File: src/rtl/sync_fifo_param.sv
// Parameterised single-clock FIFO with occupancy count, EMPTY/PARTIAL/FULL status FSM and
// registered threshold/error flags. Define FIFO_FWFT_EN for first-word-fall-through output.
module sync_fifo_param #(
    parameter int unsigned DATA_W = 8,
    parameter int unsigned ADDR_W = 3,
    parameter int unsigned AF_LVL = (1 << ADDR_W) - 1,
    parameter int unsigned AE_LVL = 1
) (
    input  logic              clk_i,
    input  logic              reset_i,
    input  logic              wr_en_i,
    input  logic [DATA_W-1:0] data_in_i,
    input  logic              rd_en_i,
    output logic [DATA_W-1:0] data_out_o,
    output logic              valid_o,
    output logic              full_o,
    output logic              empty_o,
    output logic              almost_full_o,
    output logic              almost_empty_o,
    output logic [ADDR_W:0]   count_o,
    output logic              overflow_o,
    output logic              underflow_o
);

    localparam int unsigned DEPTH = 1 << ADDR_W;
    localparam int unsigned CNT_W = ADDR_W + 1;
    localparam logic [CNT_W-1:0] CNT_LAST = CNT_W'(DEPTH - 1);
    localparam logic [CNT_W-1:0] CNT_ONE  = CNT_W'(1);
    localparam logic [CNT_W-1:0] AF_CNT   = CNT_W'(AF_LVL);
    localparam logic [CNT_W-1:0] AE_CNT   = CNT_W'(AE_LVL);

    typedef enum logic [1:0] {
        ST_EMPTY   = 2'd0,
        ST_PARTIAL = 2'd1,
        ST_FULL    = 2'd2
    } state_e;

    state_e              state_q, state_d;
    logic [ADDR_W-1:0]   wr_ptr_q, wr_ptr_d;
    logic [ADDR_W-1:0]   rd_ptr_q, rd_ptr_d;
    logic [CNT_W-1:0]    count_q, count_d;
    logic                af_q, af_d;
    logic                ae_q, ae_d;
    logic                ovf_q, ovf_d;
    logic                udf_q, udf_d;
    logic [DATA_W-1:0]   mem_q [DEPTH];
    logic                wr_acc;
    logic                rd_acc;

    // Acceptance is decided purely from the registered state, never from count arithmetic.
    assign wr_acc = wr_en_i && (state_q != ST_FULL);
    assign rd_acc = rd_en_i && (state_q != ST_EMPTY);

    always_comb begin
        state_d  = state_q;
        wr_ptr_d = wr_ptr_q;
        rd_ptr_d = rd_ptr_q;
        count_d  = count_q;

        if (wr_acc) wr_ptr_d = wr_ptr_q + ADDR_W'(1);
        if (rd_acc) rd_ptr_d = rd_ptr_q + ADDR_W'(1);

        case ({wr_acc, rd_acc})
            2'b10:   count_d = count_q + CNT_ONE;
            2'b01:   count_d = count_q - CNT_ONE;
            default: count_d = count_q;
        endcase

        case (state_q)
            ST_EMPTY: begin
                if (wr_acc) state_d = ST_PARTIAL;
            end
            ST_PARTIAL: begin
                if (wr_acc && !rd_acc && (count_q == CNT_LAST)) begin
                    state_d = ST_FULL;
                end else if (rd_acc && !wr_acc && (count_q == CNT_ONE)) begin
                    state_d = ST_EMPTY;
                end
            end
            ST_FULL: begin
                if (rd_acc) state_d = ST_PARTIAL;
            end
            default: state_d = ST_EMPTY;
        endcase

        af_d  = (count_d >= AF_CNT);
        ae_d  = (count_d <= AE_CNT);
        ovf_d = wr_en_i && (state_q == ST_FULL);
        udf_d = rd_en_i && (state_q == ST_EMPTY);
    end

    always_ff @(posedge clk_i or posedge reset_i) begin
        if (reset_i) begin
            state_q  <= ST_EMPTY;
            wr_ptr_q <= '0;
            rd_ptr_q <= '0;
            count_q  <= '0;
            af_q     <= 1'b0;
            ae_q     <= 1'b1;
            ovf_q    <= 1'b0;
            udf_q    <= 1'b0;
        end else begin
            state_q  <= state_d;
            wr_ptr_q <= wr_ptr_d;
            rd_ptr_q <= rd_ptr_d;
            count_q  <= count_d;
            af_q     <= af_d;
            ae_q     <= ae_d;
            ovf_q    <= ovf_d;
            udf_q    <= udf_d;
        end
    end

    // Storage has no reset; stale contents are unreachable once the pointers clear.
    always_ff @(posedge clk_i) begin
        if (wr_acc) mem_q[wr_ptr_q] <= data_in_i;
    end

`ifdef FIFO_FWFT_EN
    assign data_out_o = mem_q[rd_ptr_q];
    assign valid_o    = (state_q != ST_EMPTY);
`else
    logic [DATA_W-1:0] data_q, data_d;
    logic              valid_q, valid_d;

    always_comb begin
        data_d  = data_q;
        valid_d = rd_acc;
        if (rd_acc) data_d = mem_q[rd_ptr_q];
    end

    always_ff @(posedge clk_i or posedge reset_i) begin
        if (reset_i) begin
            data_q  <= '0;
            valid_q <= 1'b0;
        end else begin
            data_q  <= data_d;
            valid_q <= valid_d;
        end
    end

    assign data_out_o = data_q;
    assign valid_o    = valid_q;
`endif

    assign full_o         = (state_q == ST_FULL);
    assign empty_o        = (state_q == ST_EMPTY);
    assign almost_full_o  = af_q;
    assign almost_empty_o = ae_q;
    assign count_o        = count_q;
    assign overflow_o     = ovf_q;
    assign underflow_o    = udf_q;

endmodule

File: config.mk
export PLATFORM = sky130hd
export DESIGN_NAME = sync_fifo_param
export DESIGN_NICKNAME = d
export VERILOG_FILES = /design/src/rtl/sync_fifo_param.sv
export SDC_FILE = /design/constraint.sdc
export NUM_CORES = 1
export LEC_CHECK = 0
export CORE_MARGIN = 2
export CORE_UTILIZATION = 51
export DETAILED_ROUTE_END_ITERATION = 7
export GPL_TIMING_DRIVEN = 0
export PLACE_DENSITY = 0.74
export SYNTH_ARGS = -nofsm -noshare
export SYNTH_HDL_FRONTEND = slang
export SYNTH_SLANG_ARGS = --single-unit
File: constraint.sdc
create_clock -name clk_i -period 1.9 [get_ports clk_i]
set_input_delay 0.475 -clock clk_i [delete_from_list [all_inputs] [get_ports clk_i]]
set_output_delay 0.475 -clock clk_i [all_outputs]
set_load 0.01 [all_outputs]
==> impl_metrics.toml, run 1 <==
[run_status]
status = "finished with violations"
violations = "setup timing"

[synth]
synth_nets = 264
netlist_area_sq_um = 3681
netlist_instances = 244
yosys_warnings = 0
yosysUniqueCellTypes = 35
synth_seq_cells = 89
yosysSeqAreaShare = 0.6924
avgSynthCellArea_sq_um = 15.09

[die]
core_sq_um = 6907
start_util = 0.5330
die_h_um = 88.96
num_rows = 30
die_area_sq_um = 7913
io_pins = 31
die_w_um = 88.96

[layout]
syn_to_final_growth_pct = 28.08
fillers = 477
layoutNonFillerInstCount = 404
drive_above_1_share = 0.2987
nets = 323
mostFrequentLayoutCell = "edfxtp_1"
layout_common_cells = "64 x edfxtp_1, 26 x clkdlybuf4s50_1, 20 x nand2_1"
seq_area_sq_um = 2555
antennaDiodeCount = 0
multiInputGateArea_sq_um = 1207
final_area_sq_um = 4715

[drt]
drt-wirelength-per-cell_um = 17.31
vias = 2150
viasPerCell = 5.322
drt-pass1-iter-count = 4
ant_nets = 0
wl_um = 6992
drc = 0
drtIter0Drc = 91

[timing]
final_max_slew_viol_count = 0
rsz0062_at_grt = "true"
fmax_mhz = 506.3
timing.final.crit_period_ps = 1975
finClkSkew_ps = 5.854
fin_setup_tns_ps = -148.6
slew-limit-headroom = 0.3822
period_share = 1.039
hold_violations = 0
setup_viol = 3
worst_pin_slew_ps = 925.7
worst_slack_ps = -74.94

[min_path]
hold_depth = 2
min-delay-start = "data_out_o[0]"
holdPathEnd = "data_out_o[0]"
hold_path_class = "reg -> reg"

[setup_path]
crit_cells = 9
start_kind = "flop"
path_cells = "nor2_4, buf_6, nor2b_4, buf_6, ha_4, nor2_2, mux2_4, a221oi_4, and3_1"
end_kind = "flop"
critPathArrivalTime_ps = 2270
max_stage_delay_ps = 450
worstReg2RegStart = "state_q[0]"
crit_required_ps = 2200
rr_worst_depth = 9
crit_path_frequent_cell = "buf_6"
regToRegSetupSlack_ps = -70
crit_slowest_cell = "dfrtp_2"
crit_type = "reg -> reg"
crit_family = "flip-flops"
crit_fanout = 4
reg2reg_to = "almost_empty_o"
path_buf_inv = 2

[cts]
cts_inserted_buffers = 9
cts_tree = "done"
postCtsHoldBufs = 0
cts.clk_slew.worst_paths_ps = 90
clock_path_buffers = 2
cts.sinks = 89
root_buffer = "clkbuf_8"
h-tree-depth = 3
clk_latency_ps = 350

[power]
p_leak_uw = 0.001789
p_per_area_nw_per_um2 = 1419
peakVddDrop_mv = 0.5575

[placement]
gp_congestion = 0.7952
post_dp_cell_area_sq_um = 4135
placed_cells_incl_taps = 370
portBuffers = 30
dp_hpwl_um = 4489

[grt]
grt-ovfl-total = 0
grt_first_pass_wirelength_um = 11070
grt_pass1_vias = 2180
grt_usage = 0.1921
grt_max_degree = 26
antenna_found_initial = 0

[flow_run]
drv_cap = 0
## worst max path at each step
stage / start / to / slack (ps)
after floorplan: state_q[0] / almost_empty_o / 20
after global placement: wr_en_i / mem_q[1][2] / -880
after detailed placement: wr_en_i / mem_q[1][2] / -910
after CTS: state_q[1] / almost_empty_o / -130
after global routing: state_q[0] / almost_empty_o / -130
final: state_q[0] / almost_empty_o / -70
## where the power goes
| part | internal [uW] | total [uW] | switching, uW |
|---|---|---|---|
| clock | 633 | 1330 | 701 |
| combinational | 1370 | 2610 | 1250 |
| sequential | 2470 | 2740 | 269 |
## metal layers
layer  GRT usage  part of all wire  vias to the layer above
li1            -                 -                     1036
met1      0.2594              0.46                     1061
met2      0.3175              0.50                       47
met3     0.03324             0.034                        6
met4     0.06920            0.0084                        0
met5           0                 0                        -
## cell usage after synthesis, drive strengths merged
cell type	instances	area, sq um
clkbuf	1	3.750
o21ai	8	43.79
xnor2	3	26.28
a31o	1	8.760
a22oi	1	7.510
a21o	1	7.510
and2	2	12.51
nor2	13	48.80
nand4b	1	8.760
dfrtp	24	600.6
dfstp	1	26.28
mux2	17	191.4
nand2b	6	37.54
inv	12	45.04
nor4b	1	8.760
nand2	22	82.58
nor3	5	25.02
o31ai	1	7.510
a221oi	1	15.01
nor2b	2	12.51
buf	7	76.32
mux2i	18	180.2
a221o	9	90.09
ha	8	100.1
a21oi	3	15.01
edfxtp	64	1922
o22ai	9	56.30
nand3	1	5.000
nor4bb	1	10.01
and3	1	6.260
## through the flow
stage | power (uW) | utilization | hold slack (ps) | setup WS [ps]
final | 6688 | 0.6826 | 497.8 | -74.94
after global routing | 7086 | 0.6826 | 528.5 | -130.3
after CTS | 6521 | 0.6614 | 495.3 | -127.2
after detailed placement | 4967 | 0.5987 | 474.8 | -914.4
after global placement | 4884 | 0.5987 | 470.1 | -875.4
after floorplan | 4200 | - | 485.8 | 18.55
## registers in the layout, summed over array words and instances (netlist names)
| register | flops |
|---|---|
| almost_empty_o | 1 |
| almost_full_o | 1 |
| count_o | 4 |
| data_out_o | 8 |
| mem_q | 64 |
| overflow_o | 1 |
| rd_ptr_q | 3 |
| state_q | 2 |
| underflow_o | 1 |
| valid_o | 1 |
| wr_ptr_q | 3 |
## tightest hold or removal path, cell delays in order, from the launching register on
cell and delay, ps:
dfrtp_1 350, nand2_1 50, o21ai_1 60
## cells by family after synthesis
logic type	Yosys count	synth area share
DFF	89	0.6924
and+or+nand+nor	55	0.07002
muxes	35	0.1009
AOI/OAI and AO/OA	34	0.06832
buffers and inverters	20	0.03399
adders and majority gates	8	0.02719
xor gates and xnor gates	3	0.007139
## area by class of cell
cell class | count | area share
flip-flops and latches | 89 | 0.5419
inverters | 12 | 0.01088
clock inverters | 7 | 0.01778
clock buffers | 9 | 0.02627
multi-input cells | 135 | 0.2561
plain buffers | 6 | 0.01486
repair buffers | 50 | 0.1067
well taps | 96 | 0.02548
## timing repair
item,CTS,global route
gates resized for setup,30,21
endpoints found under the setup margin,75,75
pin swaps,6,9
buffers inserted,12,8
Power figures use the tool's default switching activity.
==> run 2: changes to the inputs <==
--- a/config.mk
+++ b/config.mk
@@ -5,7 +5,7 @@
 export SDC_FILE = /design/constraint.sdc
 export NUM_CORES = 1
 export LEC_CHECK = 0
-export CORE_MARGIN = 2
+export CORE_MARGIN = 5
 export CORE_UTILIZATION = 51
 export DETAILED_ROUTE_END_ITERATION = 7
 export GPL_TIMING_DRIVEN = 0
==> run 2 against run 1 <==
Effect of this change:
- the flow still finishes with violations (setup timing)
- critical endpoint is now mem_q[0][0]
- die area rose by 14%
- maximum frequency is 1.7% higher
- core utilization down 3.1 points
- critical path type unchanged
- setup slack better by 32 ps
- sequential power about the same
- cell count rose by 0.25%
==> impl_metrics.toml, run 2 (synthesis results as in run 1) <==
[layout]
largest_reg_flops = 64
layout_common_cells = "64 x edfxtp_1, 24 x clkdlybuf4s50_1, 21 x nand2_1"
mostFrequentLayoutCell = "edfxtp_1"
regMostFlops = "mem_q"
final_core_util = 0.6516
syn_to_final_growth_pct = 26.34
drive_above_1_share = 0.2712
nets = 321
antennaDiodeCount = 0
fillers = 522

[power]
peakVddDrop_mv = 0.6095
p_leak_uw = 0.001796
clkPwrFrac = 0.201
internal_power_uw = 4384
p_per_area_nw_per_um2 = 1402
total_power_uw = 6521
swShare = 0.3277
switching_power_uw = 2137
p_comb_frac = 0.376
seq_power_share = 0.422

[setup_path]
end_kind = "flop"
crit_slowest_cell = "dfrtp_2"
crit_required_ps = 1970
start_kind = "flop"
max_stage_delay_ps = 450
crit_fanout = 6
crit_type = "reg -> reg"
path_cells = "buf_6, nand2b_4, nand2_4, inv_1, nand2b_1, nor3_4, buf_12"
critPathArrivalTime_ps = 2010

[grt]
antenna_found_initial = 0
grt_first_pass_wirelength_um = 11210
grt_max_degree = 26
grt_pass1_vias = 2146
grt-ovfl-total = 0
grt_usage = 0.1732

[placement]
dp_hpwl_um = 4682
portBuffers = 30
gp_congestion = 0.7871

[min_path]
hold_path_class = "in -> reg"

[drt]
drc = 0
drt-pass1-iter-count = 4
drtIter0Drc = 111
vias = 2148
viasPerCell = 5.304
ant_nets = 0
drt-wirelength-per-cell_um = 17.49
wl_um = 7084

[die]
core_sq_um = 7137
start_util = 0.5158
die_h_um = 94.96
io_pins = 31
die_area_sq_um = 9016
num_rows = 31
die_w_um = 94.96

[cts]
cts.clk_slew.worst_paths_ps = 90
clock_path_buffers = 2
h-tree-depth = 3
cts_inserted_buffers = 9
clk_latency_ps = 350
postCtsHoldBufs = 0
cts_tree = "done"
cts.sinks = 89
root_buffer = "clkbuf_8"

[timing]
worst_pin_slew_ps = 929.1
holdWs_ps = 471.0
period_share = 1.023
timing.final.crit_period_ps = 1943
final_max_slew_viol_count = 0
fmax_mhz = 514.7
fin_setup_tns_ps = -384.7
setup_viol = 22
finClkSkew_ps = 10.22
hold_violations = 0
slew-limit-headroom = 0.3799
rsz0062_at_grt = "true"
worst_slack_ps = -42.86

[run_status]
violations = "setup timing"
status = "finished with violations"

[flow_run]
drv_cap = 0
==> run 2: worst paths after layout <==
path | slack, ps | startpoint | cells after the start | to
max in group asynchronous | 640 | reset_i | 2 | count_o[1]
min | 470 | wr_en_i | 2 | overflow_o
max reg2reg | -40 | state_q[1] | 7 | mem_q[0][0]
max | -40 | state_q[1] | 7 | mem_q[0][0]
min reg2reg | 490 | data_out_o[4] | 2 | data_out_o[4]
min in group asynchronous | 640 | reset_i | 2 | valid_o
==> run 2: worst max-delay path, delay by kind of cell (launching register included) <==
| family | cells | cell delay (ps) |
|---|---|---|
| buf+inv | 3 | 450 |
| flops | 1 | 450 |
| simple gates | 4 | 760 |
==> run 2: power by group through the flow <==
stage	Combinational, uW	Clock, uW	Sequential (uW)
detailed placement	2210	0	2760
CTS	2340	1350	2740
global route	2670	1430	2800
floorplan	1410	0	2790
global placement	2160	0	2740
finish	2450	1310	2750
==> run 2: metal layers <==
| metal | global-route usage | up-vias | wire, um |
|---|---|---|---|
| met4 | 0.05409 | 0 | 85 |
| met1 | 0.2263 | 1071 | 3105 |
| li1 | - | 1023 | - |
| met2 | 0.2824 | 46 | 3559 |
| met3 | 0.04701 | 8 | 334 |
| met5 | 0 | - | 0 |
==> run 2: per-stage QoR <==
step                cells  setup slack [ps]  instance area (sq um)
detailed placement    373             -1005                   4139
floorplan             244             18.55                   3715
global placement      373            -900.8                   4139
global route          405            -126.5                   4651
CTS                   396            -176.0                   4474
finish                405            -42.86                   4651
==> run 2: cell type report <==
type	instances	area, sq um	area share
flip-flops and latches	89	2555	0.5494
multi-input cells	135	1145	0.2462
repair buffers	48	505.5	0.1087
clock buffers	10	127.6	0.02744
well taps	99	123.9	0.02663
clock inverters	6	76.32	0.01641
plain buffers	6	70.07	0.01507
inverters	12	47.55	0.01022
==> run 2: timing repair <==
action	CTS	global route
buffers inserted	8	10
gates resized for setup	21	17
cloned	0	0
setup endpoints to repair	76	69
pin swaps	4	8
